===== src/rtl/hazard_ctrl_if.sv =====
// Pipeline-register view consumed by the hazard unit and the controls it drives back.
// The master side is the pipeline datapath; the slave side is hazard_ctrl.
interface hazard_ctrl_if #(
  parameter int unsigned CNT_W = 16
);
  logic [4:0]       if_id_rs1;
  logic [4:0]       if_id_rs2;
  logic             if_id_use_rs1;
  logic             if_id_use_rs2;
  logic [4:0]       id_ex_rs1;
  logic [4:0]       id_ex_rs2;
  logic [4:0]       id_ex_rd;
  logic             id_ex_memread;
  logic [4:0]       ex_mem_rd;
  logic             ex_mem_regwrite;
  logic [4:0]       mem_wb_rd;
  logic             mem_wb_regwrite;
  logic             branch_taken;
  logic [1:0]       forward_a;
  logic [1:0]       forward_b;
  logic             pc_write_en;
  logic             if_id_write_en;
  logic             if_id_flush;
  logic             id_ex_flush;
  logic [CNT_W-1:0] stall_cnt;
  logic [CNT_W-1:0] flush_cnt;

  modport master (
    output if_id_rs1, if_id_rs2, if_id_use_rs1, if_id_use_rs2,
           id_ex_rs1, id_ex_rs2, id_ex_rd, id_ex_memread,
           ex_mem_rd, ex_mem_regwrite, mem_wb_rd, mem_wb_regwrite, branch_taken,
    input  forward_a, forward_b, pc_write_en, if_id_write_en,
           if_id_flush, id_ex_flush, stall_cnt, flush_cnt
  );

  modport slave (
    input  if_id_rs1, if_id_rs2, if_id_use_rs1, if_id_use_rs2,
           id_ex_rs1, id_ex_rs2, id_ex_rd, id_ex_memread,
           ex_mem_rd, ex_mem_regwrite, mem_wb_rd, mem_wb_regwrite, branch_taken,
    output forward_a, forward_b, pc_write_en, if_id_write_en,
           if_id_flush, id_ex_flush, stall_cnt, flush_cnt
  );
endinterface


===== src/rtl/hazard_ctrl.sv =====
// Hazard unit for the 5-stage RV32 core: EX operand forwarding, load-use stall FSM,
// taken-branch flush control and saturating stall/flush performance counters.
module hazard_ctrl #(
  parameter int unsigned LOAD_STALL = 1,
  parameter int unsigned CNT_W      = 16
) (
  input  logic         clk,
  input  logic         rst_n,
  hazard_ctrl_if.slave hz
);

  typedef enum logic {RUN, STALL} state_t;

  localparam logic [1:0] REM_INIT = 2'(LOAD_STALL - 1);

  state_t           state_q, state_d;
  logic [1:0]       rem_q, rem_d;
  logic [CNT_W-1:0] stall_cnt_q, flush_cnt_q;

  logic       lu;
  logic [1:0] fwd_a, fwd_b;
  logic       pc_we, ifid_we, ifid_fl, idex_fl;
  logic       stall_inc, flush_inc;

  always_comb begin
    fwd_a = 2'b00;
    if (hz.ex_mem_regwrite && hz.ex_mem_rd != '0 && hz.ex_mem_rd == hz.id_ex_rs1)
      fwd_a = 2'b10;
    else if (hz.mem_wb_regwrite && hz.mem_wb_rd != '0 && hz.mem_wb_rd == hz.id_ex_rs1)
      fwd_a = 2'b01;

    fwd_b = 2'b00;
    if (hz.ex_mem_regwrite && hz.ex_mem_rd != '0 && hz.ex_mem_rd == hz.id_ex_rs2)
      fwd_b = 2'b10;
    else if (hz.mem_wb_regwrite && hz.mem_wb_rd != '0 && hz.mem_wb_rd == hz.id_ex_rs2)
      fwd_b = 2'b01;
  end

  assign lu = hz.id_ex_memread && (hz.id_ex_rd != '0) &&
              ((hz.if_id_use_rs1 && hz.id_ex_rd == hz.if_id_rs1) ||
               (hz.if_id_use_rs2 && hz.id_ex_rd == hz.if_id_rs2));

  always_comb begin
    state_d   = state_q;
    rem_d     = rem_q;
    pc_we     = 1'b1;
    ifid_we   = 1'b1;
    ifid_fl   = 1'b0;
    idex_fl   = 1'b0;
    stall_inc = 1'b0;
    flush_inc = 1'b0;
    case (state_q)
      RUN: begin
        if (hz.branch_taken) begin
          ifid_fl   = 1'b1;
          idex_fl   = 1'b1;
          flush_inc = 1'b1;
        end else if (lu) begin
          pc_we     = 1'b0;
          ifid_we   = 1'b0;
          idex_fl   = 1'b1;
          stall_inc = 1'b1;
          if (LOAD_STALL > 1) begin
            state_d = STALL;
            rem_d   = REM_INIT;
          end
        end
      end
      STALL: begin
        // A branch resolving in EX squashes the instruction held in ID, so the stall is moot.
        if (hz.branch_taken) begin
          ifid_fl   = 1'b1;
          idex_fl   = 1'b1;
          flush_inc = 1'b1;
          rem_d     = '0;
          state_d   = RUN;
        end else begin
          pc_we     = 1'b0;
          ifid_we   = 1'b0;
          idex_fl   = 1'b1;
          stall_inc = 1'b1;
          rem_d     = rem_q - 2'd1;
          if (rem_q <= 2'd1) state_d = RUN;
        end
      end
      default: state_d = RUN;
    endcase
  end

  always_ff @(posedge clk or negedge rst_n) begin
    if (!rst_n) begin
      state_q     <= RUN;
      rem_q       <= '0;
      stall_cnt_q <= '0;
      flush_cnt_q <= '0;
    end else begin
      state_q <= state_d;
      rem_q   <= rem_d;
      if (stall_inc && stall_cnt_q != '1) stall_cnt_q <= stall_cnt_q + CNT_W'(1);
      if (flush_inc && flush_cnt_q != '1) flush_cnt_q <= flush_cnt_q + CNT_W'(1);
    end
  end

  // Outputs are combinational, so reset must override them directly rather than via state.
  always_comb begin
    hz.forward_a      = rst_n ? fwd_a   : 2'b00;
    hz.forward_b      = rst_n ? fwd_b   : 2'b00;
    hz.pc_write_en    = rst_n ? pc_we   : 1'b0;
    hz.if_id_write_en = rst_n ? ifid_we : 1'b0;
    hz.if_id_flush    = rst_n ? ifid_fl : 1'b1;
    hz.id_ex_flush    = rst_n ? idex_fl : 1'b1;
  end

  assign hz.stall_cnt = stall_cnt_q;
  assign hz.flush_cnt = flush_cnt_q;

endmodule

===== src/flat_wrapper.sv =====
// flat-port wrapper written by rule: the top's interface ports become plain ports
module hazard_ctrl_flat 
#(
  parameter int unsigned LOAD_STALL = 1,
  parameter int unsigned CNT_W      = 16
)
  (clk, rst_n, hz_if_id_rs1, hz_if_id_rs2, hz_if_id_use_rs1, hz_if_id_use_rs2, hz_id_ex_rs1, hz_id_ex_rs2, hz_id_ex_rd, hz_id_ex_memread, hz_ex_mem_rd, hz_ex_mem_regwrite, hz_mem_wb_rd, hz_mem_wb_regwrite, hz_branch_taken, hz_forward_a, hz_forward_b, hz_pc_write_en, hz_if_id_write_en, hz_if_id_flush, hz_id_ex_flush, hz_stall_cnt, hz_flush_cnt);
  hazard_ctrl_if #(.CNT_W(CNT_W)) hz_i ();
  input  logic clk;
  input  logic rst_n;
  input wire logic [$bits(hz_i.if_id_rs1)-1:0] hz_if_id_rs1;
  input wire logic [$bits(hz_i.if_id_rs2)-1:0] hz_if_id_rs2;
  input wire logic [$bits(hz_i.if_id_use_rs1)-1:0] hz_if_id_use_rs1;
  input wire logic [$bits(hz_i.if_id_use_rs2)-1:0] hz_if_id_use_rs2;
  input wire logic [$bits(hz_i.id_ex_rs1)-1:0] hz_id_ex_rs1;
  input wire logic [$bits(hz_i.id_ex_rs2)-1:0] hz_id_ex_rs2;
  input wire logic [$bits(hz_i.id_ex_rd)-1:0] hz_id_ex_rd;
  input wire logic [$bits(hz_i.id_ex_memread)-1:0] hz_id_ex_memread;
  input wire logic [$bits(hz_i.ex_mem_rd)-1:0] hz_ex_mem_rd;
  input wire logic [$bits(hz_i.ex_mem_regwrite)-1:0] hz_ex_mem_regwrite;
  input wire logic [$bits(hz_i.mem_wb_rd)-1:0] hz_mem_wb_rd;
  input wire logic [$bits(hz_i.mem_wb_regwrite)-1:0] hz_mem_wb_regwrite;
  input wire logic [$bits(hz_i.branch_taken)-1:0] hz_branch_taken;
  output wire logic [$bits(hz_i.forward_a)-1:0] hz_forward_a;
  output wire logic [$bits(hz_i.forward_b)-1:0] hz_forward_b;
  output wire logic [$bits(hz_i.pc_write_en)-1:0] hz_pc_write_en;
  output wire logic [$bits(hz_i.if_id_write_en)-1:0] hz_if_id_write_en;
  output wire logic [$bits(hz_i.if_id_flush)-1:0] hz_if_id_flush;
  output wire logic [$bits(hz_i.id_ex_flush)-1:0] hz_id_ex_flush;
  output wire logic [$bits(hz_i.stall_cnt)-1:0] hz_stall_cnt;
  output wire logic [$bits(hz_i.flush_cnt)-1:0] hz_flush_cnt;
  assign hz_i.if_id_rs1 = hz_if_id_rs1;
  assign hz_i.if_id_rs2 = hz_if_id_rs2;
  assign hz_i.if_id_use_rs1 = hz_if_id_use_rs1;
  assign hz_i.if_id_use_rs2 = hz_if_id_use_rs2;
  assign hz_i.id_ex_rs1 = hz_id_ex_rs1;
  assign hz_i.id_ex_rs2 = hz_id_ex_rs2;
  assign hz_i.id_ex_rd = hz_id_ex_rd;
  assign hz_i.id_ex_memread = hz_id_ex_memread;
  assign hz_i.ex_mem_rd = hz_ex_mem_rd;
  assign hz_i.ex_mem_regwrite = hz_ex_mem_regwrite;
  assign hz_i.mem_wb_rd = hz_mem_wb_rd;
  assign hz_i.mem_wb_regwrite = hz_mem_wb_regwrite;
  assign hz_i.branch_taken = hz_branch_taken;
  assign hz_forward_a = hz_i.forward_a;
  assign hz_forward_b = hz_i.forward_b;
  assign hz_pc_write_en = hz_i.pc_write_en;
  assign hz_if_id_write_en = hz_i.if_id_write_en;
  assign hz_if_id_flush = hz_i.if_id_flush;
  assign hz_id_ex_flush = hz_i.id_ex_flush;
  assign hz_stall_cnt = hz_i.stall_cnt;
  assign hz_flush_cnt = hz_i.flush_cnt;
  hazard_ctrl #(.LOAD_STALL(LOAD_STALL), .CNT_W(CNT_W)) u_core (.clk(clk), .rst_n(rst_n), .hz(hz_i));
endmodule

===== config.mk =====
export PLATFORM = sky130hd
export DESIGN_NAME = hazard_ctrl_flat
export DESIGN_NICKNAME = d
export VERILOG_FILES = /design/src/rtl/hazard_ctrl_if.sv /design/src/rtl/hazard_ctrl.sv /design/src/flat_wrapper.sv
export SDC_FILE = /design/constraint.sdc
export NUM_CORES = 1
export LEC_CHECK = 0
export ABC_AREA = 1
export ABC_CLOCK_PERIOD_IN_PS = 1700
export CAP_MARGIN = 20
export CELL_PAD_IN_SITES_DETAIL_PLACEMENT = 1
export CELL_PAD_IN_SITES_GLOBAL_PLACEMENT = 1
export CORE_ASPECT_RATIO = 1.2
export CORE_MARGIN = 2
export CORE_UTILIZATION = 32
export DETAILED_ROUTE_END_ITERATION = 10
export MAX_ROUTING_LAYER = met4
export PLACE_DENSITY = 0.77
export SLEW_MARGIN = 30
export SYNTH_ARGS = -nofsm -noshare
export SYNTH_HDL_FRONTEND = slang
export SYNTH_SLANG_ARGS = --single-unit

===== constraint.sdc =====
create_clock -name clk -period 1.7 [get_ports clk]
set_input_delay 0.17 -clock clk [delete_from_list [all_inputs] [get_ports clk]]
set_output_delay 0.17 -clock clk [all_outputs]
set_load 0.05 [all_outputs]

# After elaboration in Yosys (flattened, before gate mapping)
# Cells that the tools add are included.
[classes]
n_eq_ne = 8
bitwise = 1
order_cmp = 1
addsub = 3
reduce_logical = 16
mux = 23
[op_table]
columns = ["op", "count"]
rows = [
  ["16-bit by 1-bit adder with 16-bit output, second input constant", 2],
  ["16-bit inequality test, second input constant", 2],
  ["5-bit == test", 6],
  ["1-bit two-way mux", 15],
  ["5-bit nonzero test", 3],
  ["1-bit logical AND", 12],
  ["2-bit two-way mux", 5],
  ["1-bit case mux with 2 select lines", 3],
  ["2-bit by 1-bit <= comparator with 1-bit output, second input constant", 1],
  ["2-bit by 1-bit subtractor with 2-bit output, second input constant", 1],
  ["1-bit logical OR", 1],
  ["1-bit NOT", 1],
]
[totals]
register_bits = 35
output_inout_bits = 40
in_bits = 43
elab_cells = 56

# Longest topological paths before layout
# Gate-level depths: netlist of the first run.
[depth]
ltp_word = 8
mapped_depth = 12
mapped_depth_nobuf = 11

# Least setup slack after synthesis of the first run
# OpenSTA, ideal clock, no wires.
[synth_path]
kind = "input to output"
startpoint = "input port hz_id_ex_rd[3]"
endpoint = "output port hz_pc_write_en"
path_buffers = 2
arrival_ns = 2.037
path_slack_ns = -0.507
stages = 9
cell_sequence = "inv_1 -> nand4_1 -> o21ai_0 -> inv_1 -> nand2_1 -> nand2_2 -> buf_2 -> a21oi_1 -> buf_4"
[synth_between]
elab_chain_len = 8
elab_cells_between_ends = 12
cone_classes = "2 x eq/ne; 4 x mux; 6 x reduce/logical"
[synth_lines]
columns = ["element", "line_no", "rtl"]
rows = [
  ["from (decl)", "flat_wrapper.sv:17", "input wire logic [$bits(hz_i.id_ex_rd)-1:0] hz_id_ex_rd;"],
  ["5-bit == test (on tied branches)", "hazard_ctrl.sv:40, hazard_ctrl.sv:41", ""],
  ["1-bit logical AND (on tied branches)", "hazard_ctrl.sv:40, hazard_ctrl.sv:41", ""],
  ["1-bit logical OR", "hazard_ctrl.sv:40", "((hz.if_id_use_rs1 && hz.id_ex_rd == hz.if_id_rs1) ||"],
  ["1-bit logical AND (*)", "hazard_ctrl.sv:39", "assign lu = hz.id_ex_memread && (hz.id_ex_rd != '0) &&"],
  ["1-bit two-way mux (*) (2 in a row)", "n/a", ""],
  ["1-bit case mux with 2 select lines (*)", "n/a", ""],
  ["1-bit two-way mux (*)", "n/a", ""],
  ["to (decl)", "flat_wrapper.sv:26", "output wire logic [$bits(hz_i.pc_write_en)-1:0] hz_pc_write_en;"],
]
# Mark *: on every way between the ends. The rest lies on a longest branch, timed or not.

# Worst setup path in the final report of the first run
[layout_path]
startpoint = "input port hz_id_ex_rs1[4]"
endpoint = "output port hz_forward_a[0]"
[layout_between]
elab_chain_len = 5
elab_cells_between_ends = 7
cone_classes = "2 x eq/ne; 3 x mux; 2 x reduce/logical"
[layout_lines]
columns = ["element", "line_no", "rtl"]
rows = [
  ["from (decl)", "flat_wrapper.sv:15", "input wire logic [$bits(hz_i.id_ex_rs1)-1:0] hz_id_ex_rs1;"],
  ["5-bit == test", "hazard_ctrl.sv:29", "else if (hz.mem_wb_regwrite && hz.mem_wb_rd != '0 && hz.mem_wb_rd == hz.id_ex_rs1)"],
  ["1-bit logical AND", "hazard_ctrl.sv:29", ""],
  ["1-bit two-way mux", "hazard_ctrl.sv:29", ""],
  ["2-bit two-way mux (*)", "hazard_ctrl.sv:27", "if (hz.ex_mem_regwrite && hz.ex_mem_rd != '0 && hz.ex_mem_rd == hz.id_ex_rs1)"],
  ["2-bit two-way mux (*)", "hazard_ctrl.sv:106", "hz.forward_a = rst_n ? fwd_a : 2'b00;"],
  ["to (decl)", "flat_wrapper.sv:24", "output wire logic [$bits(hz_i.forward_a)-1:0] hz_forward_a;"],
]
# Marked as above.

==> results of run 1 <==
## layout make-up
cell class	instances	area [um^2]	share of cell area
flip-flops and latches	35	893.4	0.2226
well taps	92	115.1	0.02869
repair buffers	124	1127	0.2809
clock inverters	1	5.005	0.001247
inverters	47	176.4	0.04397
multi-input cells	269	1609	0.4010
clock buffers	7	86.33	0.02152
## worst max-delay path by stage
stage | startpoint | end | slack (ns) | depth (start not counted)
4_1_cts | hz_mem_wb_rd[2] | hz_forward_a[0] | -0.07 | 7
2_1_floorplan | hz_ex_mem_rd[2] | hz_forward_a[0] | -0.32 | 4
3_3_place_gp | hz_ex_mem_rd[2] | hz_forward_b[0] | -0.18 | 6
6_report | hz_id_ex_rs1[4] | hz_forward_a[0] | 0.04 | 6
3_5_place_dp | hz_ex_mem_rd[2] | hz_forward_a[0] | -0.27 | 6
5_1_grt | hz_id_ex_rs1[4] | hz_forward_a[0] | -0.04 | 6
## Yosys cell counts
library cell and n:
or2_2 3, nor4_1 3, o21ai_0 6, nand4_1 27
nor3_4 1, o41ai_1 1, nand2_2 2, xor2_1 22
buf_6 1, ha_1 3, clkbuf_1 1, nor3_1 9
buf_1 1, nand2_1 112, nand3_1 18, nor2_1 31
o22ai_1 1, inv_2 2, a211oi_1 2, inv_1 45
dfrtp_1 35, nand4_4 1, buf_4 1, buf_2 2
xnor2_1 20, nand3_2 2, nor2_4 2, a21oi_1 3
## logic make-up (layout without fill, tap and decap cells)
| kind of cell | after synthesis | count (layout) | synth area share |
|---|---|---|---|
| simple gates | 211 | 211 | 0.3823 |
| buf+inv | 53 | 179 | 0.08374 |
| xor+xnor | 42 | 42 | 0.1448 |
| flops | 35 | 35 | 0.3448 |
| compound gates | 13 | 13 | 0.02956 |
| fa+ha+maj | 3 | 3 | 0.01478 |
## worst register-to-register path, stage by stage (launching register included)
cell	delay, ns
dfrtp_2	0.40
ha_4	0.16
nand3_4	0.09
nor2_4	0.11
nand2_2	0.08
nor2_4	0.11
nand4_4	0.17
buf_12	0.21
nand4_1	0.09
nand2_1	0.07
## metal layers
metal	global-route usage	wire, um	vias up
met5	-	0	-
met4	0.06593	141	0
met3	0.02934	304	14
met2	0.3924	4867	68
met1	0.2356	3510	1401
li1	-	-	1396
## report_power, final
part | switching, mW | leakage, nW | internal [mW]
logic | 0.693 | 1.66 | 0.428
registers | 0.103 | 0.433 | 0.934
clock network | 0.302 | 0.0482 | 0.327
total | 1.10 | 2.14 | 1.69
## timing repair
action | in CTS | in global routing
endpoints found under the hold margin | 35 | 0
pin swaps | 14 | 8
buffers inserted | 1 | 2
endpoints found under the setup margin | 6 | 33
hold buffers | 1 | 0
gates resized for setup | 35 | 32
## through the flow
step,util,total power [mW],cell area [um^2],setup slack (ns)
global placement,0.4864,2.117,3749,-0.1805
detailed placement,0.4864,2.144,3749,-0.2750
global route,0.5206,2.936,4013,-0.03745
CTS,0.5070,2.798,3908,-0.06748
finish,0.5206,2.786,4013,0.03873
floorplan,-,1.660,2613,-0.3189
## state kept, by name, summed over array words and instances (netlist names)
| register | flops |
|---|---|
| u_core.hz.flush_cnt | 16 |
| u_core.hz.stall_cnt | 16 |
| u_core.state_q | 1 |
| u_core.rem_q | 2 |
==> out/metrics.cfg, run 1 <==
[timing]
fin_skew_ns = 0.007938
hold_viol = 0
min_period_ns = 1.661
fin_hold_ws_ns = 0.1928
setup_viol = 0
setup_tns_ns = 0
max_clock_freq_mhz = 601.9
worst-slew-pin-transition_ns = 0.3079
fin_crit_sh = 0.9772
maxSlewViolCount = 0
slew_headroom = 0.7932

[logic_synthesis]
yosysTopAreaCellShare = 0.3448
syn_area_per_cell_um2 = 7.115
synth_top_area_cell = dfrtp_1
synth_nets = 403
syn_area_um2 = 2540
ys_types = 28
ys_ff_latch = 35
synth_area_leaders = dfrtp_1 (34%), nand2_1 (17%), xor2_1 (7.6%), xnor2_1 (6.9%), inv_1 (6.7%)
postSynthCellCount = 357
yosysWarnings = 0
synth_seq_area_share = 0.3448

[worst_setup_path]
crit_arrival_ns = 1.49
cp_num_buf_inv = 2
worstPathCellList = clkdlybuf4s50_1 > xor2_1 > nor3_2 > nand4_1 > a21oi_4 > buf_12
r2r_slack_ns = 0.12
cp.required_ns = 1.53
cp_max_fo = 2
cpMaxStageDelayCell = clkdlybuf4s50_1
max_stage_delay_ns = 0.46
cp-start-kind = input pin
end_kind = output pin
r2r-end = u_core.hz.stall_cnt[0]
rr_worst_depth = 9
worstSetupPathType = input pin to output pin
cpLargestDelayFamily = buffers and inverters
r2r_start = u_core.hz.stall_cnt[1]

[detailed_routing]
wire_per_inst_um = 15.35
vias = 2879
dr.pass1.iters = 4
drt_iter0_markers = 54
drtAntennaViolNets = 0
via_per_inst = 5.007
drc_errors = 0
routed_wl_um = 8824

[global_route]
grt_start_max_net_pins = 22
overflow = 0
antenna_found_initial = 0
grt_pass1_wl_um = 14350
grt_usage = 0.2126
grt_pass1_vias = 3078

[clock_network]
cts_made_buffers = 5
root_buffer = clkbuf_8
path_clk_slew_ns = 0.07
clockBufferDepth = 2
clock_sinks = 35
clock_latency_ns = 0.29
cts_tree = yes
htreeDepth = 2

[power]
vdd_ir_drop_max_mv = 0.6862
leakagePower_nw = 2.136
p_per_area_nw_per_um2 = 694.4

[layout]
fill_cells = 963
final_layout_size_suffix_gt1_frac = 0.3064
final_cell_mix = nand2_1 (108), buf_4 (75), inv_1 (37), nand4_1 (27), nor2_1 (24)
area_growth_pct = 57.98
final_common_cell = nand2_1
antenna_cells = 0
nNetsFinal = 528
final_cells = 575

[floorplan]
die-area_um2 = 8669
core-area_um2 = 7707
io_pins = 83
die_w_um = 85.33
rows = 35
initial_utilization = 0.3295
die_h_um = 101.6

[placement]
gp_congestion = 0.8905
io_buffers = 82
dp.final_hpwl_um = 6837
dp.cells = 563

[run]
drv_cap = 0

[min_path]
hp-class = input pin to async pin

[run_status]
outcome = complete, no violations

(Power assumes the default switching activity.)
==> inputs of run 2 (changes only) <==
--- a/config.mk
+++ b/config.mk
@@ -5,7 +5,6 @@
 export SDC_FILE = /design/constraint.sdc
 export NUM_CORES = 1
 export LEC_CHECK = 0
-export ABC_AREA = 1
 export ABC_CLOCK_PERIOD_IN_PS = 1700
 export CAP_MARGIN = 20
 export CELL_PAD_IN_SITES_DETAIL_PLACEMENT = 1
@@ -15,7 +14,7 @@
 export CORE_UTILIZATION = 32
 export DETAILED_ROUTE_END_ITERATION = 10
 export MAX_ROUTING_LAYER = met4
-export PLACE_DENSITY = 0.77
+export PLACE_DENSITY = 0.76
 export SLEW_MARGIN = 30
 export SYNTH_ARGS = -nofsm -noshare
 export SYNTH_HDL_FRONTEND = slang
==> out/metrics.cfg, run 2 <==
[floorplan]
die_h_um = 92.84  ; -8.6%
core-area_um2 = 6406  ; -17%
die_w_um = 78.03  ; -8.6%
initial_utilization = 0.3285  ; -0.001030
die-area_um2 = 7244  ; -16%
io_pins = 83  ; unchanged
rows = 32  ; -8.6%

[min_path]
hp-class = input pin to async pin

[global_route]
grt_pass1_wl_um = 12300  ; -14%
overflow = 0  ; unchanged
grt_start_max_net_pins = 41  ; +86%
grt_usage = 0.2218  ; +0.009173
grt_pass1_vias = 2382  ; -23%
antenna_found_initial = 0  ; unchanged

[worst_setup_path]
worstSetupPathType = flip-flop to flip-flop
rr_worst_depth = 8  ; -1
cp-endpoint = u_core.hz.stall_cnt[15]
cp_max_fo = 7  ; +5
r2r_start = u_core.hz.stall_cnt[1]
crit_arrival_ns = 2.05  ; +0.56 ns
cp-start-kind = flip-flop
startpoint = u_core.hz.stall_cnt[1]
end_kind = flip-flop
cp.required_ns = 1.90  ; +0.37 ns
r2r_slack_ns = -0.15  ; -0.27 ns
r2r-end = u_core.hz.stall_cnt[15]

[clock_network]
clock_sinks = 35  ; unchanged
cts_made_buffers = 5  ; unchanged
cts_tree = yes
path_clk_slew_ns = 0.08  ; about the same
clock_latency_ns = 0.30  ; about the same
clockBufferDepth = 2  ; unchanged
root_buffer = clkbuf_8
ctsHoldBuffers = 0  ; -1
htreeDepth = 2  ; unchanged

[layout]
multi_input_area_um2 = 1560  ; -3.0%
antenna_cells = 0  ; unchanged
area_growth_pct = 86.15
final_common_cell = buf_4
final_cell_mix = buf_4 (85), xor2_1 (28), dfrtp_2 (26), xnor2_1 (25)
final_layout_size_suffix_gt1_frac = 0.5949  ; +0.2885
nNetsFinal = 398  ; -25%
fin_util = 0.6115  ; +0.09091
fill_cells = 702  ; -27%
seqCellArea_um2 = 908.4  ; +1.7%

[placement]
io_buffers = 82  ; unchanged
dp.final_hpwl_um = 5310  ; -22%
place_ws_ns = -0.5933  ; -0.3184 ns
gp_congestion = 0.8398  ; -5.7%

[logic_synthesis]
synth_area_leaders = dfrtp_1 (42%), xnor2_1 (12%), xor2_1 (12%), nand3_1 (4.0%), nor4_1 (2.7%)
synth_nets = 251  ; -38%
ys_types = 38  ; +36%
yosysTopAreaCellShare = 0.4162  ; +0.07134
yosysWarnings = 0  ; unchanged
yosysMostFrequentCell = dfrtp_1
synth_commonest_cells = dfrtp_1 (35), xnor2_1 (29), xor2_1 (29)
synth_seq_area_share = 0.4162  ; +0.07134
syn_area_um2 = 2105  ; -17%
ys_async_sr_fraction = 1.000  ; unchanged
syn_area_per_cell_um2 = 10.27  ; +44%
ys_ff_latch = 35  ; unchanged
synth_enable_flop_cells = 0  ; unchanged
postSynthCellCount = 205  ; -43%
ys.flop_type = dfrtp_1
synth_top_area_cell = dfrtp_1

[detailed_routing]
dr.pass1.iters = 4  ; unchanged
wire_per_inst_um = 18.19  ; +19%
drc_errors = 0  ; unchanged
routed_wl_um = 7966  ; -9.7%
drtAntennaViolNets = 0  ; unchanged
drt_iter0_markers = 40  ; -26%
via_per_inst = 4.959  ; -0.96%
vias = 2172  ; -25%

[run_status]
outcome = complete, but fails checks
violations = setup timing

[power]
vdd_ir_drop_max_mv = 0.9290  ; +35%
p_per_area_nw_per_um2 = 844.4  ; +22%
leakagePower_nw = 1.782  ; -17%

[timing]
slew_headroom = 0.6609  ; -0.1323
worst-slew-pin-transition_ns = 0.5087  ; +0.2008 ns
maxSlewViolCount = 0  ; unchanged
setup_viol = 14  ; +14
min_period_ns = 1.846  ; +0.1846 ns
fin_hold_ws_ns = 0.001263  ; -0.1915 ns
max_clock_freq_mhz = 541.7  ; -10%
setup_ws_ns = -0.1459  ; -0.1846 ns
rsz0062_at_grt = yes
fin_crit_sh = 1.086  ; +0.1086
fin_skew_ns = 0.008849  ; +0.0009111 ns
hold_viol = 0  ; unchanged

[run]
drv_cap = 0  ; unchanged

## run 2: worst min path at each step
| stage | start | end | slack [ns] |
|---|---|---|---|
| 4_1_cts | rst_n | u_core.hz.flush_cnt[2] | 0.03 |
| 3_5_place_dp | rst_n | u_core.hz.flush_cnt[2] | 0.34 |
| 2_1_floorplan | rst_n | u_core.hz.flush_cnt[0] | -0.13 |
| 5_1_grt | rst_n | u_core.hz.stall_cnt[8] | 0.04 |
| 3_3_place_gp | rst_n | u_core.hz.flush_cnt[11] | 0.33 |
| 6_report | rst_n | u_core.hz.stall_cnt[8] | 0.001 |
## run 2: cell type report
type                    count  area share
clock buffers               6     0.01852
clock inverters             2    0.003194
multi-input cells         162      0.3983
flip-flops and latches     35      0.2319
well taps                  85     0.02715
repair buffers            144      0.3172
inverters                   4    0.003833
## run 2: power breakdown
group	internal, mW	total, mW	switching (mW)
Combinational	0.661	1.60	0.940
Sequential	0.978	1.08	0.102
Clock	0.287	0.627	0.340
## run 2: repair_timing
action / CTS / global route
gates resized for setup: 106 / 45
gates cloned: 1 / 0
endpoints found under the setup margin: 27 / 30
buffers inserted: 8 / 3
pin swaps: 36 / 34
## run 2: logic make-up after synthesis
kind of cell             after synthesis  synth area share
AND/OR/NAND/NOR                       85            0.2348
XOR/XNOR                              58            0.2414
multiplexers                           3           0.01605
adder cells (fa/ha/maj)                3           0.01784
AO/OA/AOI/OAI                         12           0.04459
buffers and inverters                  9           0.02913
flip-flops                            35            0.4162
## run 2: worst max-delay path, stage by stage, from the launching register on
cell and delay (ns):
dfrtp_2 0.44, ha_4 0.16, and3_4 0.15, a221oi_4 0.31, buf_6 0.17, nand2_8 0.09
buf_6 0.14, nor2_4 0.08, xor2_1 0.21
## run 2: routing by layer
metal | GRT usage | up-vias | share of wire
met5 | - | - | 0
met4 | 0.03509 | 0 | 0.018
met3 | 0.04191 | 15 | 0.040
met2 | 0.4246 | 61 | 0.56
met1 | 0.2401 | 1080 | 0.38
li1 | - | 1016 | -
## run 2: per-stage QoR
stage	cells	area (um^2)	power, mW	TNS, ns
6_report	438	3918	3.308	-0.7680
3_3_place_gp	418	3520	2.598	-8.535
2_1_floorplan	205	2271	1.944	-2.322
5_1_grt	438	3918	3.491	-1.828
3_5_place_dp	418	3520	2.639	-9.667
4_1_cts	435	3761	3.270	-0.1643
